## config.mk

```make
export PLATFORM = sky130hd
export DESIGN_NAME = alu_div_seq
export DESIGN_NICKNAME = d
export VERILOG_FILES = /design/src/rtl/alu_pkg.sv /design/src/rtl/alu_div_step.sv /design/src/rtl/alu_div_seq.sv
export SDC_FILE = /design/constraint.sdc
export NUM_CORES = 1
export LEC_CHECK = 0
export BUFFER_PORTS_ARGS = -buffer_cell sky130_fd_sc_hd__clkbuf_2
export CAP_MARGIN = 10
export CORE_UTILIZATION = 51
export DETAILED_ROUTE_END_ITERATION = 10
export PLACE_DENSITY_LB_ADDON = 0.05
export RECOVER_POWER = 100
export SYNTH_ARGS = -nofsm -noshare
export SYNTH_HDL_FRONTEND = slang
export SYNTH_SLANG_ARGS = --single-unit
```

## constraint.sdc

```tcl
create_clock -name clk -period 2.05 [get_ports clk]
set_clock_uncertainty 0.2 [all_clocks]
set_input_delay 0.1025 -clock clk [delete_from_list [all_inputs] [get_ports clk]]
set_output_delay 0.1025 -clock clk [all_outputs]
set_load 0.01 [all_outputs]
```

## src/rtl/alu_pkg.sv

```systemverilog
// Shared ALU definitions: flag bit positions and the divider FSM state encoding.
package alu_pkg;

    typedef enum logic [1:0] {
        ALU_FLAG_Z = 2'd0,
        ALU_FLAG_C = 2'd1,
        ALU_FLAG_V = 2'd2,
        ALU_FLAG_S = 2'd3
    } alu_flag_e;

    typedef enum logic [1:0] {
        IDLE = 2'd0,
        RUN  = 2'd1,
        DONE = 2'd2
    } div_state_e;

    function automatic logic [3:0] alu_make_flags(input logic z, input logic c,
                                                  input logic v, input logic s);
        logic [3:0] f;
        f             = '0;
        f[ALU_FLAG_Z] = z;
        f[ALU_FLAG_C] = c;
        f[ALU_FLAG_V] = v;
        f[ALU_FLAG_S] = s;
        return f;
    endfunction

endpackage

```

## src/rtl/alu_div_step.sv

```systemverilog
// One restoring-division step: shift in a dividend bit, subtract the divisor if it fits.
module alu_div_step (
    input  logic [7:0] prem,
    input  logic       in_bit,
    input  logic [7:0] divisor,
    output logic [7:0] new_prem,
    output logic       q_bit
);

    logic [8:0] t;

    always_comb begin
        t     = {prem, in_bit};
        q_bit = (t >= {1'b0, divisor});
        // prem < divisor on entry, so the difference always fits in 8 bits
        new_prem = q_bit ? (t[7:0] - divisor) : t[7:0];
    end

endmodule

```

## src/rtl/alu_div_seq.sv

```systemverilog
// Sequential unsigned 16/8 restoring divider, one quotient bit per clock.
// Overflow and divide-by-zero short-circuit to DONE and return the dividend unchanged.
module alu_div_seq
    import alu_pkg::*;
(
    input  logic        clk,
    input  logic        reset_n,
    input  logic        start,
    input  logic [15:0] dividend,
    input  logic [7:0]  divisor,
    output logic        busy,
    output logic        done,
    output logic [15:0] result,
    output logic [3:0]  flags,
    output logic        div_zero
);

    div_state_e  state_q, state_d;
    logic [7:0]  prem_q, prem_d;
    logic [7:0]  sh_q, sh_d;
    logic [7:0]  divisor_q, divisor_d;
    logic [2:0]  cnt_q, cnt_d;
    logic        busy_q, busy_d;
    logic        done_q, done_d;
    logic        div_zero_q, div_zero_d;
    logic [15:0] result_q, result_d;
    logic [3:0]  flags_q, flags_d;

    logic [7:0]  step_prem;
    logic        step_q;
    logic [7:0]  quot;

    alu_div_step u_step (
        .prem     (prem_q),
        .in_bit   (sh_q[7]),
        .divisor  (divisor_q),
        .new_prem (step_prem),
        .q_bit    (step_q)
    );

    // sh_q starts as the low dividend byte and fills with quotient bits from the LSB
    assign quot = {sh_q[6:0], step_q};

    always_comb begin
        state_d    = state_q;
        prem_d     = prem_q;
        sh_d       = sh_q;
        divisor_d  = divisor_q;
        cnt_d      = cnt_q;
        done_d     = 1'b0;
        div_zero_d = 1'b0;
        result_d   = result_q;
        flags_d    = flags_q;

        case (state_q)
            IDLE: begin
                if (start) begin
                    divisor_d = divisor;
                    // Zero check first so the compare below never sees a zero divisor
                    if (divisor == 8'd0) begin
                        state_d    = DONE;
                        done_d     = 1'b1;
                        div_zero_d = 1'b1;
                        result_d   = dividend;
                        flags_d    = alu_make_flags(1'b0, 1'b0, 1'b1, 1'b1);
                    end else if (dividend[15:8] >= divisor) begin
                        state_d  = DONE;
                        done_d   = 1'b1;
                        result_d = dividend;
                        flags_d  = alu_make_flags(1'b0, 1'b0, 1'b1, 1'b1);
                    end else begin
                        state_d = RUN;
                        prem_d  = dividend[15:8];
                        sh_d    = dividend[7:0];
                        cnt_d   = 3'd7;
                    end
                end
            end
            RUN: begin
                prem_d = step_prem;
                sh_d   = quot;
                cnt_d  = cnt_q - 3'd1;
                if (cnt_q == 3'd0) begin
                    state_d  = DONE;
                    done_d   = 1'b1;
                    result_d = {step_prem, quot};
                    flags_d  = alu_make_flags(quot == 8'd0, 1'b0, 1'b0, quot[7]);
                end
            end
            DONE:    state_d = IDLE;
            default: state_d = IDLE;
        endcase

        busy_d = (state_d != IDLE);
    end

    always_ff @(posedge clk or negedge reset_n) begin
        if (!reset_n) begin
            state_q    <= IDLE;
            prem_q     <= '0;
            sh_q       <= '0;
            divisor_q  <= '0;
            cnt_q      <= '0;
            busy_q     <= 1'b0;
            done_q     <= 1'b0;
            div_zero_q <= 1'b0;
            result_q   <= '0;
            flags_q    <= '0;
        end else begin
            state_q    <= state_d;
            prem_q     <= prem_d;
            sh_q       <= sh_d;
            divisor_q  <= divisor_d;
            cnt_q      <= cnt_d;
            busy_q     <= busy_d;
            done_q     <= done_d;
            div_zero_q <= div_zero_d;
            result_q   <= result_d;
            flags_q    <= flags_d;
        end
    end

    assign busy     = busy_q;
    assign done     = done_q;
    assign div_zero = div_zero_q;
    assign result   = result_q;
    assign flags    = flags_q;

endmodule

```

* After elaboration in Yosys (flattened, before gate mapping)
Index checks and enable logic that the tools add are counted.
** Storage, ports and cells
- Bits of input ports :: 27
- Register bits after elaboration :: 52
- Word-level logic and storage cells :: 65
** Cells by class
- Reductions and logical operators :: 9
- Add/subtract/negate cells :: 2
- Equality and inequality tests :: 6
- Muxes and demuxes :: 36
- Order comparisons :: 2
** Operator list (number)
- $mux W16 :: 4
- $mux W8 :: 7
- $pmux W16 S2 :: 1
- $pmux W8 S2 :: 2
- $logic_not A8 Y1 :: 2
- $mux W4 :: 4
- $ge A9 B8 Y1 :: 1
- $mux W3 :: 3
- $ge A8 B8 Y1 :: 1
- $mux W2 :: 4
- $ne A2 B2 Y1 const B :: 4
- $pmux W4 S2 :: 1
- $reduce_and A4 Y1 :: 2
- $sub A8 B8 Y8 :: 1
- $mux W1 :: 7
- $pmux W3 S2 :: 1
- $pmux W2 S2 :: 1
- $reduce_bool A2 Y1 :: 2
- $logic_not A3 Y1 :: 1
- $ne A3 B3 Y1 const B :: 1
- $sub A3 B1 Y3 const B :: 1
- $eq A2 B1 Y1 const B :: 1
- $logic_not A2 Y1 :: 1
- $pmux W1 S2 :: 1
- $reduce_and A2 Y1 :: 1

* Depth between registers and ports, before layout
Gate-level depths: netlist of run 1.
- Depth after elaboration :: 6
- Depth in mapped cells :: 10
- Depth with buffers taken out :: 9

* Cells and area by module
From an unflattened synthesis of run 1, not the netlist that was laid out.
** Second synthesis, totals
- Cells, all modules :: 290
- Area, all modules :: 2975.4 um^2
** Modules (own cells, without submodules)
- alu_div_seq :: instances 1, area each 2454.9 um^2, sequential area each 1276.2 um^2, cells each 221
- alu_div_step :: instances 1, area each 520.5 um^2, sequential area each 0.0 um^2, cells each 69

* Least setup slack after synthesis of run 1
No wires, ideal clock.
- Path kind :: reg-to-reg
- Start point :: reg sh_q[7]
- End point :: reg prem_q[6]
- Stages on the path, launching flop included :: 10
- Clock period less this slack :: 2.277 ns
- Arrival :: 1.953 ns
- Path slack :: -0.227 ns
- Cells stage by stage :: dfrtp_1 -> inv_1 -> ha_1 -> fa_1 -> nand2b_1 -> a21boi_0 -> mux2i_1 -> o22ai_1 -> a21oi_1 -> mux2_2
** Between the ends
- Word-level cells in the longest chain between the ends :: 3
** RTL lines
- start: declaration :: line alu_div_seq.sv:20 : logic [7:0] sh_q, sh_d;
- start signal: assignment :: line alu_div_seq.sv:101 : sh_q <= '0;
- start signal: assignment :: line alu_div_seq.sv:112 : sh_q <= sh_d;
- $sub A8 B8 Y8 or $ge A9 B8 Y1 (tied branches) :: line alu_div_step.sv:16, alu_div_step.sv:14
- $mux W8 (*) :: line alu_div_step.sv:16 : new_prem = q_bit ? (t[7:0] - divisor) : t[7:0];
- $pmux W8 S2 (*) :: line alu_div_seq.sv:55 : case (state_q)
- end signal: assignment :: line alu_div_seq.sv:111 : prem_q <= prem_d;
- end: declaration :: line alu_div_seq.sv:19 : logic [7:0] prem_q, prem_d;
Every way passes the cells marked *; elsewhere a longest branch is shown, timed or not.
A chain may end at the register's enable or synchronous reset.

* Worst setup path in the final report of run 1
- Start point :: reg divisor_q[6]
- End point :: reg prem_q[3]
** Between the ends
- Word-level cells in the longest chain between the ends :: 3
** RTL lines
- start: declaration :: line alu_div_seq.sv:21 : logic [7:0] divisor_q, divisor_d;
- start signal: assignment :: line alu_div_seq.sv:113 : divisor_q <= divisor_d;
- $ge A9 B8 Y1 :: line alu_div_step.sv:14 : q_bit = (t >= {1'b0, divisor});
- $mux W8 :: line alu_div_step.sv:16
- $pmux W8 S2 :: line alu_div_seq.sv:55
No other way between the ends.

==> results of run 1 <==
[flip-flops by register name, summed over array words and instances, names as in the netlist]
register and cells:
busy 1, cnt_q 3, div_zero 1, divisor_q 8, done 1, flags 3, prem_q 8, result 16
sh_q 8, state_q 2
[synth_stat cells, types with 3 or more instances]
cell and n:
nor2_1 27, inv_1 32, mux2i_1 15, mux2_2 7
ha_1 18, nand2b_1 6, o21ai_0 16, a21oi_1 20
o221ai_1 3, nand3_1 5, nor4_1 3, o311ai_0 3
nand4_1 3, dfrtp_1 51, clkbuf_1 6, a31oi_1 6
buf_2 3, nand2_1 20, a211oi_1 3, mux2_1 9
[worst register-to-register path, cell delays in order (launching register included)]
cell	delay (ps)
dfrtp_1	420
inv_2	80
ha_4	220
a21o_4	250
a211o_4	370
buf_4	150
o21ai_2	150
a31oi_2	150
mux2_4	280
[through the flow]
stage / total power [uW] / instance area (um2)
after global routing: 8870 / 4360
after CTS: 7610 / 4240
after detailed placement: 6320 / 3780
final: 8410 / 4360
after floorplan: 4650 / 3090
after global placement: 6210 / 3780
[cells by family (layout without fill, tap and decap cells)]
| logic type | count (synthesis) | after routing | synth area share (%) |
|---|---|---|---|
| other | 1 | 1 | 0.128 |
| adder cells (fa/ha/maj) | 19 | 19 | 8.38 |
| multiplexers | 32 | 32 | 11.8 |
| XOR/XNOR | 3 | 3 | 0.898 |
| buffers and inverters | 46 | 177 | 6.62 |
| AO/OA/AOI/OAI | 71 | 72 | 15.9 |
| AND/OR/NAND/NOR | 76 | 76 | 12.7 |
| flip-flops | 51 | 51 | 43.6 |
[area by class of cell]
type / instances / area (um2) / share of cell area (%)
inverters: 33 / 131 / 3.02
well taps: 72 / 90.1 / 2.07
clock buffers: 5 / 68.8 / 1.58
repair buffers: 136 / 928 / 21.3
flip-flops and latches: 51 / 1280 / 29.3
multi-input cells: 203 / 1840 / 42.2
clock inverters: 3 / 22.5 / 0.517
[metal layers]
metal / global-route usage, % / vias up
met1: 36.8 / 1356
met4: 12.6 / 0
met2: 50.9 / 106
met5: 0 / -
met3: 3.65 / 26
li1: - / 1318
[power breakdown]
group | switching [uW] | internal (uW)
clock network | 384 | 248
logic | 3030 | 2920
registers | 329 | 1490
[repair_timing]
action	4_1_cts	5_1_grt
pin swaps	9	15
setup buffers	7	4
setup endpoints to repair	19	24
cloned	1	0
hold buffers	20	0
resized for setup	27	29
endpoints found under the hold margin	47	0
[path summary, 6_finish.rpt]
check                        endpoint    startpoint  depth (start not counted)
min in group asynchronous    div_zero       reset_n                          2
hold reg to reg              cnt_q[0]      cnt_q[0]                          1
max in group asynchronous     sh_q[6]       reset_n                          3
hold / removal             result[14]  dividend[14]                          4
setup reg to reg            prem_q[3]  divisor_q[6]                          8
setup / recovery            prem_q[3]  divisor_q[6]                          8
==> flow_summary_export.csv, run 1 <==
group,metric,value,unit
outcome,status,"finished, violations left",
outcome,violations,"negative setup slack",
global_route,overflow,0,
sta,final-setup-viol-count,19,
placement,dpl.hpwl,5770,um
synthesis,seq_area_frac_synth,43.6,%
clock_network,clk_pin_slew_worst_paths,110,ps
global_route,grt_max_degree,23,
sta,slew_headroom,15.3,%
placement,gp_congestion,0.890,
power_and_ir_drop,leakagePower,0.00203,uW
global_route,grt_pass1_vias,2907,
detailed_routing,routed_via_density,5.58,
detailed_routing,wl_met3,377,um
synthesis,syn_inst,299,
sta,period_minus_slack,2390,ps
global_route,grt_usage,29.4,%
critical_path,reg2reg_setup_slack,-340,ps
run,cap_violations,0,
finish,nNetsFinal,476,
power_and_ir_drop,peakVddDrop,0.00103,V
critical_path,crit_buf_inv,2,
synthesis,avgSynthCellArea,9.79,um2
critical_path,critPathKind,"flip-flop to flip-flop",
detailed_routing,ant_nets,0,
placement,port_buffers,48,
critical_path,critPathRequiredTime,2060,ps
floorplanning,design.die.area,0.00605,mm2
critical_path,crit_path_cell_trace,"inv_2 -> ha_4 -> a21o_4 -> a211o_4 -> buf_4 -> o21ai_2 -> a31oi_2 -> mux2_4",
clock_network,cts_tree,"yes",
detailed_routing,wl,9020,um
finish,layoutNonFillerInstCount,503,
synthesis,syn_area,0.00293,mm2
floorplanning,dieHeight,77.8,um
floorplanning,core_region_area,0.00551,mm2
synthesis,ys_warn_count,0,
detailed_routing,wl_met2,4550,um
sta,hold_ws,64.0,ps
synthesis,synth_edf_count,0,
critical_path,critPathTopFamily,"compound AO/OA/AOI/OAI gates",
clock_network,h-tree-depth,2,
critical_path,startpoint_type,"flip-flop",
clock_network,cts_sinks,51,
detailed_routing,drt-initial-drc-count,175,
synthesis,synth_nets,345,
floorplanning,num_rows,27,
sta,clock.fmax,418,MHz
sta,drv_slew,0,
clock_network,cts-buffers-inserted,5,
floorplanning,start_util,53.2,%
sta,rsz0062_at_grt,"true",
synthesis,synthArstFlopShare,100,%
detailed_routing,post_drt_wl_per_cell,17.9,um
critical_path,worstPathMaxFanout,5,
detailed_routing,top_layer_used,"met4",
placement,dp_cells,463,
sta,min_period_over_period,117,%
sta,layout_setup_ws,-340,ps
synthesis,synth_seq_cells,51,
critical_path,end_kind,"flip-flop",
finish,utilization,79.1,%
critical_path,crit_slowest_cell,"dfrtp_1",
detailed_routing,drc_errors,0,
critical_path,arrival,2400,ps
clock_network,clk_latency,310,ps
synthesis,synth_top_cell_by_area,"dfrtp_1",
floorplanning,io_pins,50,
floorplanning,die_w,77.8,um
finish,area_delta_synth_final,48.8,%
sta,worst_slew_pin_slew,1270,ps
synthesis,synth_top_area_share,43.6,%
placement,place_ws,-463,ps
sta,hold_violations,0,
clock_network,cts_root_buf,"clkbuf_8",
synthesis,synthFlopType,"dfrtp_1",
finish,final_common_cell,"buf_4",
synthesis,synth_area_leaders,"dfrtp_1 (44%), ha_1 (7.7%), mux2i_1 (5.1%), inv_1 (4.1%), mux2_1 (3.5%)",
power_and_ir_drop,powerDensity,1930,mW/mm2
global_route,grt_pass1_wl,13600,um
hold_path,hold_path_class,"input port to flip-flop",
detailed_routing,met1_length,3780,um
clock_network,cts_buffer_depth,2,
global_route,antenna_found_initial,0,
finish,num_antenna_cells,0,
synthesis,synth.distinct_cells,51,
finish,num-fill-cells,373,
finish,drive_gt1_share,39.0,%
detailed_routing,firstDrtPassIters,5,
detailed_routing,vias,2806,
sta,final.setup.tns,-5300,ps
finish,layout_common_cells,"buf_4 (58), dfrtp_1 (51), inv_1 (27), clkbuf_2 (27), clkbuf_1 (25)",
critical_path,cpPeakStageDelay,420,ps
Note: power is estimated with default switching activity, not from simulation.
==> run 2: changes to the inputs <==
--- a/config.mk
+++ b/config.mk
@@ -9,7 +9,7 @@
 export CAP_MARGIN = 10
 export CORE_UTILIZATION = 51
 export DETAILED_ROUTE_END_ITERATION = 10
-export PLACE_DENSITY_LB_ADDON = 0.05
+export PLACE_DENSITY = 0.86
 export RECOVER_POWER = 100
 export SYNTH_ARGS = -nofsm -noshare
 export SYNTH_HDL_FRONTEND = slang
==> run 2 against run 1 <==
  * The flow still finishes with violations (negative setup slack)
  * Total power rose by 17%
  * Cell count rose by 1.8%
  * Sequential share of layout area fell by 1.6 points
  * Register-to-register slack got worse by 80 ps
  * Sequential power rose by 4%
  * Routed wire length rose by 36%
  * Die area did not move
  * Critical endpoint is now prem_q[4]
==> flow_summary_export.csv, run 2 (synthesized netlist as in run 1, its figures left out) <==
group,metric,value,unit
outcome,status,"finished, violations left",
outcome,violations,"negative setup slack",
critical_path,critPathKind,"flip-flop to flip-flop",
sta,rsz0062_at_grt,"true",
power_and_ir_drop,leakagePower,0.00211,uW
global_route,grt_pass1_vias,3191,
run,cap_violations,0,
floorplanning,dieHeight,77.8,um
detailed_routing,vias,3244,
power_and_ir_drop,peakVddDrop,0.00108,V
global_route,grt_pass1_wl,16300,um
floorplanning,start_util,53.2,%
sta,hold_ws,40.7,ps
critical_path,crit_slowest_cell,"dfrtp_1",
power_and_ir_drop,powerDensity,2130,mW/mm2
floorplanning,design.die.area,0.00605,mm2
critical_path,crit_buf_inv,1,
placement,dp_cells,465,
sta,period_minus_slack,2470,ps
clock_network,cts_tree,"yes",
sta,min_period_over_period,121,%
critical_path,crit_path_cell_trace,"inv_1 -> ha_2 -> nand3_1 -> nand2_2 -> o221a_4 -> nor3_4 -> o31ai_2 -> mux2_4",
finish,final_common_cell,"buf_4",
power_and_ir_drop,p_total,9800,uW
clock_network,clk_pin_slew_worst_paths,110,ps
sta,hold_violations,0,
clock_network,cts_sinks,51,
critical_path,arrival,2460,ps
detailed_routing,post_drt_wl_per_cell,23.9,um
placement,dpl.hpwl,6160,um
sta,final-setup-viol-count,34,
finish,layoutNonFillerInstCount,512,
global_route,grt_usage,36.6,%
clock_network,clk_latency,330,ps
sta,slew_headroom,26.5,%
sta,layout_setup_ws,-423,ps
finish,num_antenna_cells,0,
global_route,grt_max_degree,22,
hold_path,hold_path_class,"input port to flip-flop",
finish,nNetsFinal,485,
floorplanning,num_rows,27,
placement,gp_congestion,0.952,
global_route,antenna_found_initial,0,
finish,layout_common_cells,"buf_4 (65), dfrtp_1 (51), clkbuf_2 (28)",
finish,area_delta_synth_final,57.3,%
power_and_ir_drop,combPwrFrac,74.5,%
critical_path,cpPeakStageDelay,410,ps
detailed_routing,firstDrtPassIters,6,
detailed_routing,drc_errors,0,
clock_network,cts_buffer_depth,2,
detailed_routing,routed_via_density,6.34,
global_route,overflow,0,
floorplanning,io_pins,50,
detailed_routing,drt-initial-drc-count,398,
power_and_ir_drop,p_sw,4570,uW
power_and_ir_drop,seqPwrFrac,19.3,%
floorplanning,die_w,77.8,um
clock_network,h-tree-depth,2,
power_and_ir_drop,p_int,5230,uW
power_and_ir_drop,clockPowerShare,6.2,%
critical_path,critPathTopFamily,"simple AND/OR/NAND/NOR gates",
sta,drv_slew,0,
critical_path,worstPathMaxFanout,6,
clock_network,cts-buffers-inserted,5,
sta,worst_slew_pin_slew,1100,ps
critical_path,end_kind,"flip-flop",
floorplanning,core_region_area,0.00551,mm2
finish,largest_reg_flops,16,
critical_path,critPathRequiredTime,2040,ps
finish,drive_gt1_share,44.1,%
sta,final.setup.tns,-8440,ps
critical_path,startpoint_type,"flip-flop",
placement,port_buffers,48,
detailed_routing,wl,12200,um
sta,clock.fmax,404,MHz
detailed_routing,ant_nets,0,
power_and_ir_drop,swShare,46.6,%
clock_network,cts_root_buf,"clkbuf_8",
[run 2: timing repair]
action | CTS | global route
resized for setup | 58 | 33
hold buffers | 17 | 1
pin swaps | 24 | 14
buffers inserted | 12 | 9
hold endpoints to repair | 48 | 1
setup endpoints to repair | 19 | 29
cloned | 1 | 0
[run 2: final timing paths]
path	start	to	slack, ps	cells after the start
max in group asynchronous	reset_n	divisor_q[3]	260	3
setup reg to reg	sh_q[7]	prem_q[4]	-420	8
hold / removal	dividend[9]	prem_q[1]	40	4
min in group asynchronous	reset_n	result[2]	310	2
hold reg to reg	cnt_q[0]	cnt_q[0]	290	1
setup / recovery	sh_q[7]	prem_q[4]	-420	8
[run 2: routing by layer]
layer / part of all wire, % / GRT usage (%) / vias up
met5: 0 / 0 / -
met4: 7.7 / 26.4 / 0
met3: 8.2 / 7.65 / 92
met2: 48 / 60.7 / 270
met1: 36 / 41.8 / 1551
li1: - / - / 1331
[run 2: worst reg2reg max path: stages, from the launching register on]
cell,delay (ps)
dfrtp_1,410
inv_1,80
ha_2,280
nand3_1,180
nand2_2,170
o221a_4,360
nor3_4,260
o31ai_2,110
mux2_4,300
[run 2: metrics by stage]
stage	instance area [um2]	worst slack (ps)	util, %
after floorplan	3090	-45.2	-
after global placement	3800	-224	69.1
after detailed placement	3800	-269	69.1
after CTS	4400	-175	80.0
after global routing	4600	-426	83.6
final	4600	-423	83.6
[run 2: power by group through the flow]
stage	registers, uW	logic (uW)	clock network, uW
2_1_floorplan	1880	2770	0
3_3_place_gp	1800	4430	0
3_5_place_dp	1840	4580	0
4_1_cts	1830	5930	577
5_1_grt	1930	7570	643
6_report	1900	7300	606
[run 2: final cells by class]
| class | count | area [um2] |
|---|---|---|
| multi-input combinational | 203 | 1990 |
| sequential | 51 | 1280 |
| timing repair buffer | 145 | 1030 |
| fill | 280 | 902 |
| inverter | 33 | 134 |
| tap | 72 | 90.1 |
| clock buffer | 6 | 72.6 |
| clock inverter | 2 | 12.5 |
